--- config.mk ---
export PLATFORM = sky130hd
export DESIGN_NAME = alu_muldiv_seq
export DESIGN_NICKNAME = d
export VERILOG_FILES = /design/src/rtl/muldiv_pkg.sv /design/src/rtl/alu_muldiv_seq_alu32.sv /design/src/rtl/alu_muldiv_seq.sv
export SDC_FILE = /design/constraint.sdc
export NUM_CORES = 1
export LEC_CHECK = 0
export ABC_AREA = 1
export BUFFER_PORTS_ARGS = -buffer_cell sky130_fd_sc_hd__buf_4
export CORE_ASPECT_RATIO = 0.9
export CORE_MARGIN = 8
export CORE_UTILIZATION = 59
export CTS_CLUSTER_DIAMETER = 80
export DETAILED_ROUTE_END_ITERATION = 10
export PLACE_DENSITY = 0.8
export SYNTH_ARGS = -nofsm -noshare
export SYNTH_HDL_FRONTEND = slang
export SYNTH_SLANG_ARGS = --single-unit
--- constraint.sdc ---
create_clock -name clk -period 4.15 [get_ports clk]
set_clock_uncertainty 0.2 [all_clocks]
set_input_delay 0.415 -clock clk [delete_from_list [all_inputs] [get_ports clk]]
set_output_delay 0.415 -clock clk [all_outputs]
set_load 0.02 [all_outputs]
--- src/rtl/muldiv_pkg.sv ---
`default_nettype none
// +--------------------------------------------------------------------------+
// | Module   : muldiv_pkg                                                     |
// | Purpose  : Shared types and constants for the multi-cycle MULTU/DIVU      |
// |            sequencer: FSM state encoding, op codes, alu32 function codes, |
// |            iteration count and the adder carry-out reconstruction.        |
// | Revision : 1.0  initial release                                           |
// +--------------------------------------------------------------------------+
package muldiv_pkg;

  typedef enum logic [2:0] {
    IDLE = 3'd0,
    MUL  = 3'd1,
    DIV  = 3'd2,
    FIX  = 3'd3,
    DONE = 3'd4
  } state_t;

  localparam logic [1:0] OP_MULTU = 2'b00;
  localparam logic [1:0] OP_DIVU  = 2'b01;
  localparam logic [1:0] OP_MULT  = 2'b10;
  localparam logic [1:0] OP_DIV   = 2'b11;

  localparam logic [2:0] ALU_ADD = 3'b010;
  localparam logic [2:0] ALU_SUB = 3'b110;

  localparam int ITERS = 32;
  localparam int CNT_W = $clog2(ITERS);

  // alu32 exposes no carry, so rebuild it from the operand and sum MSBs:
  // when exactly one operand MSB is set, the carry into bit 31 equals ~s31.
  function automatic logic add_carry(input logic a31, input logic b31,
                                     input logic s31);
    return (a31 & b31) | ((a31 | b31) & ~s31);
  endfunction

endpackage
`default_nettype wire

--- src/rtl/alu_muldiv_seq_alu32.sv ---
`default_nettype none
// +--------------------------------------------------------------------------+
// | Module   : alu32                                                          |
// | Purpose  : 32-bit MIPS ALU. f[2] inverts b and injects a carry-in;        |
// |            f[1:0] selects AND / OR / ADD / SLT.                           |
// | Ports    : a, b  in  32  operands                                         |
// |            f     in  3   function (010 add, 110 subtract)                 |
// |            y     out 32  result                                           |
// |            zero  out 1   result is zero                                   |
// | Revision : 1.0  initial release                                           |
// +--------------------------------------------------------------------------+
module alu32 (
  input  logic [31:0] a,
  input  logic [31:0] b,
  input  logic [2:0]  f,
  output logic [31:0] y,
  output logic        zero
);

  logic [31:0] b_eff;
  logic [31:0] sum;

  assign b_eff = f[2] ? ~b : b;
  assign sum   = a + b_eff + {31'd0, f[2]};

  always_comb begin
    y = sum;
    case (f[1:0])
      2'b00:   y = a & b_eff;
      2'b01:   y = a | b_eff;
      2'b10:   y = sum;
      default: y = {31'd0, sum[31]};
    endcase
  end

  assign zero = (y == 32'd0);

endmodule
`default_nettype wire

--- src/rtl/alu_muldiv_seq.sv ---
`default_nettype none
// +--------------------------------------------------------------------------+
// | Module   : alu_muldiv_seq                                                 |
// | Purpose  : Multi-cycle MULTU/DIVU sequencer; one bit per cycle through a  |
// |            private alu32. Shift-add multiply, restoring divide.           |
// |            Accept -> done latency is a fixed 34 cycles.                   |
// | Ports    : clk, reset_n (async, active low)                               |
// |            start, op[1:0], a, b        request (sampled in IDLE)          |
// |            busy, done, hi, lo          status / result pair               |
// |            div_by_zero                 last divide had b == 0             |
// | Config   : MULDIV_SIGNED_EN - op 10/11 run signed MULT/DIV; when          |
// |            undefined op[1] is ignored and FIX is a pass-through cycle.    |
// | Revision : 1.0  initial release                                           |
// +--------------------------------------------------------------------------+
module alu_muldiv_seq
  import muldiv_pkg::*;
#(
  parameter int WIDTH = 32  // must stay 32: alu32 is fixed width
) (
  input  logic             clk,
  input  logic             reset_n,
  input  logic             start,
  input  logic [1:0]       op,
  input  logic [WIDTH-1:0] a,
  input  logic [WIDTH-1:0] b,
  output logic             busy,
  output logic             done,
  output logic [WIDTH-1:0] hi,
  output logic [WIDTH-1:0] lo,
  output logic             div_by_zero
);

  // Working registers are shared between the two algorithms:
  //   wk_hi = acc (MUL) / rem (DIV), wk_lo = mlo / quo, wk_b = mcand / dvs.
  state_t           state_q, state_d;
  logic [CNT_W-1:0] cnt_q, cnt_d;
  logic [WIDTH-1:0] wk_hi_q, wk_hi_d;
  logic [WIDTH-1:0] wk_lo_q, wk_lo_d;
  logic [WIDTH-1:0] wk_b_q, wk_b_d;
  logic             is_div_q, is_div_d;
  logic             busy_q, busy_d;
  logic             done_q, done_d;
  logic [WIDTH-1:0] hi_q, hi_d;
  logic [WIDTH-1:0] lo_q, lo_d;
  logic             dbz_q, dbz_d;
`ifdef MULDIV_SIGNED_EN
  logic             neg_res_q, neg_res_d;
  logic             neg_rem_q, neg_rem_d;
`else
  logic             unused_op_sign;
  assign unused_op_sign = op[1];
`endif

  logic [31:0]      alu_a, alu_b, alu_y;
  logic [2:0]       alu_f;
  logic             alu_zero_unused;
  logic [WIDTH-1:0] r_shift;
  logic [WIDTH-1:0] a_mag, b_mag;
  logic             carry;

  alu32 u_alu (
    .a    (alu_a),
    .b    (alu_b),
    .f    (alu_f),
    .y    (alu_y),
    .zero (alu_zero_unused)
  );

  always_comb begin
    state_d  = state_q;
    cnt_d    = cnt_q;
    wk_hi_d  = wk_hi_q;
    wk_lo_d  = wk_lo_q;
    wk_b_d   = wk_b_q;
    is_div_d = is_div_q;
    busy_d   = busy_q;
    done_d   = 1'b0;
    hi_d     = hi_q;
    lo_d     = lo_q;
    dbz_d    = dbz_q;
    alu_a    = 32'd0;
    alu_b    = 32'd0;
    alu_f    = ALU_ADD;
    carry    = 1'b0;
    r_shift  = {wk_hi_q[WIDTH-2:0], wk_lo_q[WIDTH-1]};
`ifdef MULDIV_SIGNED_EN
    neg_res_d = neg_res_q;
    neg_rem_d = neg_rem_q;
    a_mag     = (op[1] && a[WIDTH-1]) ? -a : a;
    b_mag     = (op[1] && b[WIDTH-1]) ? -b : b;
`else
    a_mag     = a;
    b_mag     = b;
`endif

    case (state_q)
      IDLE: begin
        busy_d = 1'b0;
        if (start) begin
          busy_d   = 1'b1;
          dbz_d    = 1'b0;
          cnt_d    = '0;
          is_div_d = op[0];
          wk_hi_d  = '0;
          if (op[0]) begin
            state_d = DIV;
            wk_lo_d = a_mag;
            wk_b_d  = b_mag;
          end else begin
            state_d = MUL;
            wk_lo_d = b_mag;
            wk_b_d  = a_mag;
          end
`ifdef MULDIV_SIGNED_EN
          neg_res_d = op[1] & (a[WIDTH-1] ^ b[WIDTH-1]);
          neg_rem_d = op[1] & a[WIDTH-1];
`endif
        end
      end

      MUL: begin
        alu_a = wk_hi_q;
        alu_b = wk_b_q;
        alu_f = ALU_ADD;
        carry = add_carry(alu_a[31], alu_b[31], alu_y[31]);
        if (wk_lo_q[0]) begin
          {wk_hi_d, wk_lo_d} = {carry, alu_y, wk_lo_q[WIDTH-1:1]};
        end else begin
          {wk_hi_d, wk_lo_d} = {1'b0, wk_hi_q, wk_lo_q[WIDTH-1:1]};
        end
        cnt_d = cnt_q + CNT_W'(1);
        if (cnt_q == CNT_W'(ITERS - 1)) state_d = FIX;
      end

      DIV: begin
        alu_a = r_shift;
        alu_b = wk_b_q;
        alu_f = ALU_SUB;
        // carry of a + ~b + 1; a set carry means no borrow (r' >= dvs)
        carry = add_carry(alu_a[31], ~alu_b[31], alu_y[31]);
        // a set rem MSB means the 33-bit shifted remainder already exceeds dvs
        if (wk_hi_q[WIDTH-1] || carry) begin
          wk_hi_d = alu_y;
          wk_lo_d = {wk_lo_q[WIDTH-2:0], 1'b1};
        end else begin
          wk_hi_d = r_shift;
          wk_lo_d = {wk_lo_q[WIDTH-2:0], 1'b0};
        end
        cnt_d = cnt_q + CNT_W'(1);
        if (cnt_q == CNT_W'(ITERS - 1)) state_d = FIX;
      end

      FIX: begin
`ifdef MULDIV_SIGNED_EN
        if (is_div_q) begin
          if (neg_res_q) wk_lo_d = -wk_lo_q;
          if (neg_rem_q) wk_hi_d = -wk_hi_q;
        end else if (neg_res_q) begin
          {wk_hi_d, wk_lo_d} = -{wk_hi_q, wk_lo_q};
        end
`endif
        state_d = DONE;
      end

      DONE: begin
        hi_d    = wk_hi_q;
        lo_d    = wk_lo_q;
        done_d  = 1'b1;
        dbz_d   = is_div_q & (wk_b_q == '0);
        state_d = IDLE;
      end

      default: state_d = IDLE;
    endcase
  end

  always_ff @(posedge clk or negedge reset_n) begin
    if (!reset_n) begin
      state_q   <= IDLE;
      cnt_q     <= '0;
      wk_hi_q   <= '0;
      wk_lo_q   <= '0;
      wk_b_q    <= '0;
      is_div_q  <= 1'b0;
      busy_q    <= 1'b0;
      done_q    <= 1'b0;
      hi_q      <= '0;
      lo_q      <= '0;
      dbz_q     <= 1'b0;
`ifdef MULDIV_SIGNED_EN
      neg_res_q <= 1'b0;
      neg_rem_q <= 1'b0;
`endif
    end else begin
      state_q   <= state_d;
      cnt_q     <= cnt_d;
      wk_hi_q   <= wk_hi_d;
      wk_lo_q   <= wk_lo_d;
      wk_b_q    <= wk_b_d;
      is_div_q  <= is_div_d;
      busy_q    <= busy_d;
      done_q    <= done_d;
      hi_q      <= hi_d;
      lo_q      <= lo_d;
      dbz_q     <= dbz_d;
`ifdef MULDIV_SIGNED_EN
      neg_res_q <= neg_res_d;
      neg_rem_q <= neg_rem_d;
`endif
    end
  end

  assign busy        = busy_q;
  assign done        = done_q;
  assign hi          = hi_q;
  assign lo          = lo_q;
  assign div_by_zero = dbz_q;

endmodule
`default_nettype wire

After elaboration in Yosys (flattened, before gate mapping)
Cells that the tools add are included.
{"block": "op_classes", "addsub": 3, "n_mul": 0, "div": 0, "n_lt_le_gt_ge": 0, "n_eq_ne": 9, "shifts": 0, "n_mux": 25, "bitwise": 14, "reduce_logical": 13}
{"op": "$mux 32", "count": 9}
{"op": "$pmux 32 s3", "count": 3}
{"op": "$pmux 32 s2", "count": 1}
{"op": "$add 32x1->32", "count": 1}
{"op": "$add 32x32->32", "count": 1}
{"op": "$and 32x32->32", "count": 1}
{"op": "$logic_not 32->1", "count": 1}
{"op": "$not 32->32", "count": 1}
{"op": "$or 32x32->32", "count": 1}
{"op": "$pmux 5 s2", "count": 1}
{"op": "$reduce_and 2->1", "count": 5}
{"op": "$mux 3", "count": 3}
{"op": "$pmux 3 s3", "count": 1}
{"op": "$eq 3x2->1 const B", "count": 2}
{"op": "$add 5x1->5 const B", "count": 1}
{"op": "$and 1x1->1", "count": 5}
{"op": "$eq 5x5->1 const B", "count": 1}
{"op": "$mux 5", "count": 1}
{"op": "$mux 1", "count": 4}
{"op": "$or 1x1->1", "count": 4}
{"op": "$reduce_bool 2->1", "count": 2}
{"op": "$eq 3x1->1 const B", "count": 1}
{"op": "$eq 3x3->1 const B", "count": 1}
{"op": "$logic_not 3->1", "count": 1}
{"op": "other kinds (11)", "count": 12}
{"block": "word_totals", "register_bits": 172, "latchBits": 0, "mem_bits_rw": 0, "rom_bits": 0, "input_bits": 69, "output_inout_bits": 67, "word_cells": 75, "n_memories": 0}

Depth between registers and ports, before layout
{"block": "logic_depth", "word_depth": 14, "depth_mapped": 25, "depth_no_buf": 22}

By module
Synthesis repeated with hierarchy kept, for this count alone.
{"block": "unflattened", "cells_unflattened": 2146, "hier_area_um2": 13568.0}
{"mod": "alu_muldiv_seq", "n_inst": 1, "cells_each": 1309, "area_each_um2": 9286.4, "seq_area_each_um2": 4304.1}
{"mod": "alu32", "n_inst": 1, "cells_each": 837, "area_each_um2": 4281.6, "seq_area_each_um2": 0.0}

Worst setup path after synthesis
Ideal clock, no wire load.
{"block": "synth_path", "kind": "reg2reg", "startpoint": "register state_q[1]", "endpoint": "register wk_hi_q[21]", "setup_time_ns": 0.127, "t_arrival_ns": 3.365, "t_required_ns": 3.823, "path_slack_ns": 0.458, "stages_incl_launch_ff": 20, "path_buffers": 3, "period_less_slack_ns": 3.692, "cell_sequence": "dfrtp_1 inv_2 nand3_2 clkbuf_1 clkbuf_1 buf_1 o22ai_1 fa_1 nand2_1 nand2_1 o21ai_0 o21ai_0 a21o_1 nand2_1 nand2_1 a21oi_1 xor2_1 nand2_1 o211ai_1 nand3_1"}
{"block": "synth_via", "elab_chain_cells": 14, "word_cells_on_any_way": 24, "classes_between": "2 x add/sub; 3 x eq/ne; 8 x mux; 6 x bitwise; 5 x reduce/logical"}
{"item": "from (decl)", "line": "alu_muldiv_seq.sv:35", "text": "state_t state_q, state_d;"}
{"item": "from (signal assigned)", "line": "alu_muldiv_seq.sv:195", "text": "state_q <= state_d;"}
{"item": "$eq 3x2->1 / $eq 3x1->1 (equally long branches)", "line": "alu_muldiv_seq.sv:96", "text": "case (state_q)"}
{"item": "$reduce_or 2->1 (no line)"}
{"item": "$mux 32", "line": "alu_muldiv_seq.sv:96"}
{"item": "$not 32->32", "line": "alu_muldiv_seq_alu32.sv:23", "text": "assign b_eff = f[2] ? ~b : b;"}
{"item": "$mux 32", "line": "alu_muldiv_seq_alu32.sv:23"}
{"item": "$add 32x32->32", "line": "alu_muldiv_seq_alu32.sv:24", "text": "assign sum = a + b_eff + {31'd0, f[2]};"}
{"item": "$add 32x1->32", "line": "alu_muldiv_seq_alu32.sv:24"}
{"item": "$pmux 32 s3", "line": "alu_muldiv_seq_alu32.sv:28", "text": "case (f[1:0])"}
{"item": "$not 1->1", "line": "muldiv_pkg.sv:34", "text": "return (a31 & b31) | ((a31 | b31) & ~s31);"}
{"item": "$and 1x1->1", "line": "muldiv_pkg.sv:34"}
{"item": "$or 1x1->1", "line": "muldiv_pkg.sv:34"}
{"item": "$logic_or 1x1->1", "line": "alu_muldiv_seq.sv:142", "text": "if (wk_hi_q[WIDTH-1] || carry) begin"}
{"item": "$mux 32", "line": "alu_muldiv_seq.sv:142"}
{"item": "$pmux 32 s3", "line": "alu_muldiv_seq.sv:96"}
{"item": "to (signal assigned)", "line": "alu_muldiv_seq.sv:197", "text": "wk_hi_q <= wk_hi_d;"}
{"item": "to (decl)", "line": "alu_muldiv_seq.sv:37", "text": "logic [WIDTH-1:0] wk_hi_q, wk_hi_d;"}
Several ways; a longest one is shown, not always the timed one.
A chain may end at the register's enable or synchronous reset.

Worst setup path in the final report
{"block": "layout_path", "startpoint": "register state_q[2]", "endpoint": "register wk_hi_q[7]"}
Same word-level chain as after synthesis.

==> run metrics <==
CTS Buf Count=17; Slew HR=27.2%; Final Hold Viols=0; fin crit share=91.0%; Final Power=11900 uW; I/O Buffers=134; Worst-Skew Late Latency=0.44 ns; vias in the first global route=10041; Synth Net Count=1603; vias post-DR=10713; Achievable Freq=0.265 GHz; GR Util met2=43.5%; Pwr Density=933 mW/mm^2; Chip Width=159 um; CP Capture Type=register; grt total ovfl=0; buffer levels on the longest clock path=2; DRC=0; Hold Crit Class=input pin to register; Root Buffer=clkbuf_16; Die Footprint=0.0230 mm^2; Util after Layout=69.8%; remaining antenna violation count after routing=0; row count=47; # IOs=136; part of the power in registers=25.7%; Die H=145 um; max-slew violation count=0; gr usage total=28.0%; post-synth top area share=39.7%; cell mode on critical path=nand2_1; most used routing layer=met2; Critical-path top delay cell=dfrtp_1; Setup crit start kind=register; CP top delay family=simple AND/OR/NAND/NOR gates; WL final=31900 um; worst slew pin tran=1.09 ns; Leak=0.00629 uW; initial antenna violation count=1; Layout Nets=1700; number of fill cells=1587; Seq/Total Area, Yosys=39.7%; FF+latch count, synth=172; RSZ-0062 raised after global routing=no; Initial Utilization=59.5%; Iter 0 DRT Violations=962; global-route wire length before repair=52000 um; Syn Std Cell Area=0.0109 mm^2; Final Wtd Congestion=0.932; fraction of layout cells with a size suffix above 1=13.6%; CTS tree=yes; crit-path max cell delay=0.40 ns; routed vias/inst=5.78; switch share=49.9%; clock-pin slew on the worst setup and hold paths=0.07 ns; Synth area leader=dfrtp_1; routing usage on met1=37.3%; setup TNS=0 ns; core area=0.0182 mm^2; critical path type=register to register; synthesized area per cell=7.23 um^2; ys async rst share=100%; Final setup viols=0; CP Data Arrival Time=3.88 ns; Yosys cell types=40; largest cells by area after synthesis=dfrtp_1, nand2_1, o21ai_0, inv_1, nand3_1; Area Growth Syn to Fin=17.2%; internal power=5950 uW; Syn Inst Count=1501; peak supply drop=0.000493 V; WL/cell=17.2 um; H-tree level count=4; diode count=0; Finished Layout Cells=1855; post-CTS setup repair buffer count=0; CTS Sinks=172; met3 Usage GRT=8.06%; dpl hpwl=23400 um; fin crit period=3.77 ns; CP Data Required Time=4.26 ns; Ys Warns=0; worst hold slack=0.0417 ns; ordered cell list for the critical path=inv_2, nand3_2, clkinvlp_4, buf_4, nand2_1, o21ai_0, ha_1, a21o_1, a21oi_1, o21ai_0, nand3_1, nand2_1, a21oi_1, nand2_1, nand2_2, nand3_4, nand2_4, nand2_1, nand3_1, nand3_1; Primary FF master, synth=dfrtp_1; status=finished clean; critical path peak fanout=32; largest net degree at the start of global routing=131; Buf/Inv on CP=3; Psw=5920 uW; power share of the clock group=14.5%; Post-synth EDFFs=0; max cap viols=0; combinational share of power=59.8%; First-pass DRT Iterations=6; Placed Cells=1823
==> metal layers <==
metal / wire (um) / part of all wire (%) / vias up
li1: - / - / 5254
met1: 14200 / 45 / 4998
met2: 14100 / 44 / 409
met3: 2840 / 8.9 / 50
met4: 725 / 2.3 / 2
met5: 20 / 0.063 / -
==> synth_stat cells, types with 5 or more instances <==
master / n
a21o_1: 9
a21oi_1: 49
a31oi_1: 6
buf_1: 7
clkbuf_1: 76
clkinv_1: 5
dfrtp_1: 172
ha_1: 32
inv_1: 150
nand2_1: 376
nand2_2: 6
nand3_1: 104
nand4_1: 11
nor2_1: 65
nor3_1: 7
nor4_1: 5
o211ai_1: 42
o21ai_0: 253
o221ai_1: 8
o22ai_1: 54
xnor2_1: 15
xor2_1: 16
==> final timing paths <==
check | endpoint | cells after the start | startpoint | slack, ns
max in group asynchronous | lo[5] | 3 | reset_n | 2.39
worst max-delay path | wk_hi_q[7] | 20 | state_q[2] | 0.38
worst max register to register | wk_hi_q[7] | 20 | state_q[2] | 0.38
worst min register to register | hi[3] | 2 | hi[3] | 0.29
min in group asynchronous | cnt_q[0] | 2 | reset_n | 0.39
worst min-delay path | wk_b_q[0] | 3 | a[0] | 0.04
==> per-stage QoR <==
step           instance area, um^2  setup slack, ns
2_1_floorplan                10900            0.458
3_3_place_gp                 12100            0.466
3_5_place_dp                 12100            0.403
4_1_cts                      12700            0.341
5_1_grt                      12700           0.0535
6_report                     12700            0.375
==> cells by family after synthesis <==
| logic type | share of synthesized area (%) |
|---|---|
| flops | 39.7 |
| buf+inv | 8.83 |
| compound gates | 22.6 |
| simple gates | 22.5 |
| fa+ha+maj | 3.87 |
| xor+xnor | 2.50 |
==> worst reg2reg max path: stages (launching register included) <==
cell and delay [ns]:
dfrtp_1 0.40, inv_2 0.09, nand3_2 0.12, clkinvlp_4 0.32, buf_4 0.30, nand2_1 0.05
o21ai_0 0.11, ha_1 0.22, a21o_1 0.17, a21oi_1 0.25, o21ai_0 0.17, nand3_1 0.10
nand2_1 0.05, a21oi_1 0.19, nand2_1 0.09, nand2_2 0.09, nand3_4 0.10, nand2_4 0.32
nand2_1 0.15, nand3_1 0.10, nand3_1 0.06
==> flip-flops by register name, indices dropped and copies added, names as in the netlist <==
signal and flops:
busy 1, cnt_q 5, div_by_zero 1, done 1
hi 32, is_div_q 1, lo 32, state_q 3
wk_b_q 32, wk_hi_q 32, wk_lo_q 32
==> layout by cell type (no fill, tap or decap), drive strengths merged, types with 8 or more instances in the layout <==
cell	n
nand2	385
dfrtp	172
ha	32
o21ai	253
nand3	109
nor2	65
o22ai	54
xor2	16
nand4	11
a21o	9
buf	166
clkbuf	19
xnor2	15
o221ai	8
a21oi	49
inv	159
o211ai	42
==> final cells by class <==
type / count / area [um^2] / share of cell area [%]
repair buffers: 167 / 1280 / 10.1
flip-flops and latches: 172 / 4300 / 33.8
well taps: 245 / 307 / 2.41
multi-input cells: 1082 / 5600 / 44.0
clock buffers: 19 / 453 / 3.56
clock inverters: 12 / 173 / 1.36
inverters: 158 / 598 / 4.70
==> power by group through the flow <==
stage | Combinational (uW) | Sequential (uW) | Clock, uW
6_report | 7100 | 3050 | 1720
5_1_grt | 7930 | 3140 | 1800
4_1_cts | 7040 | 3040 | 1740
3_5_place_dp | 6980 | 3060 | 0
3_3_place_gp | 6820 | 3030 | 0
2_1_floorplan | 4710 | 3240 | 0
==> timing repair <==
action,in CTS,in global routing
setup endpoints to repair,0,9
endpoints found under the hold margin,83,0
resized for setup,0,1
hold buffers,1,0
No activity file was read; power rests on OpenSTA's default activity.
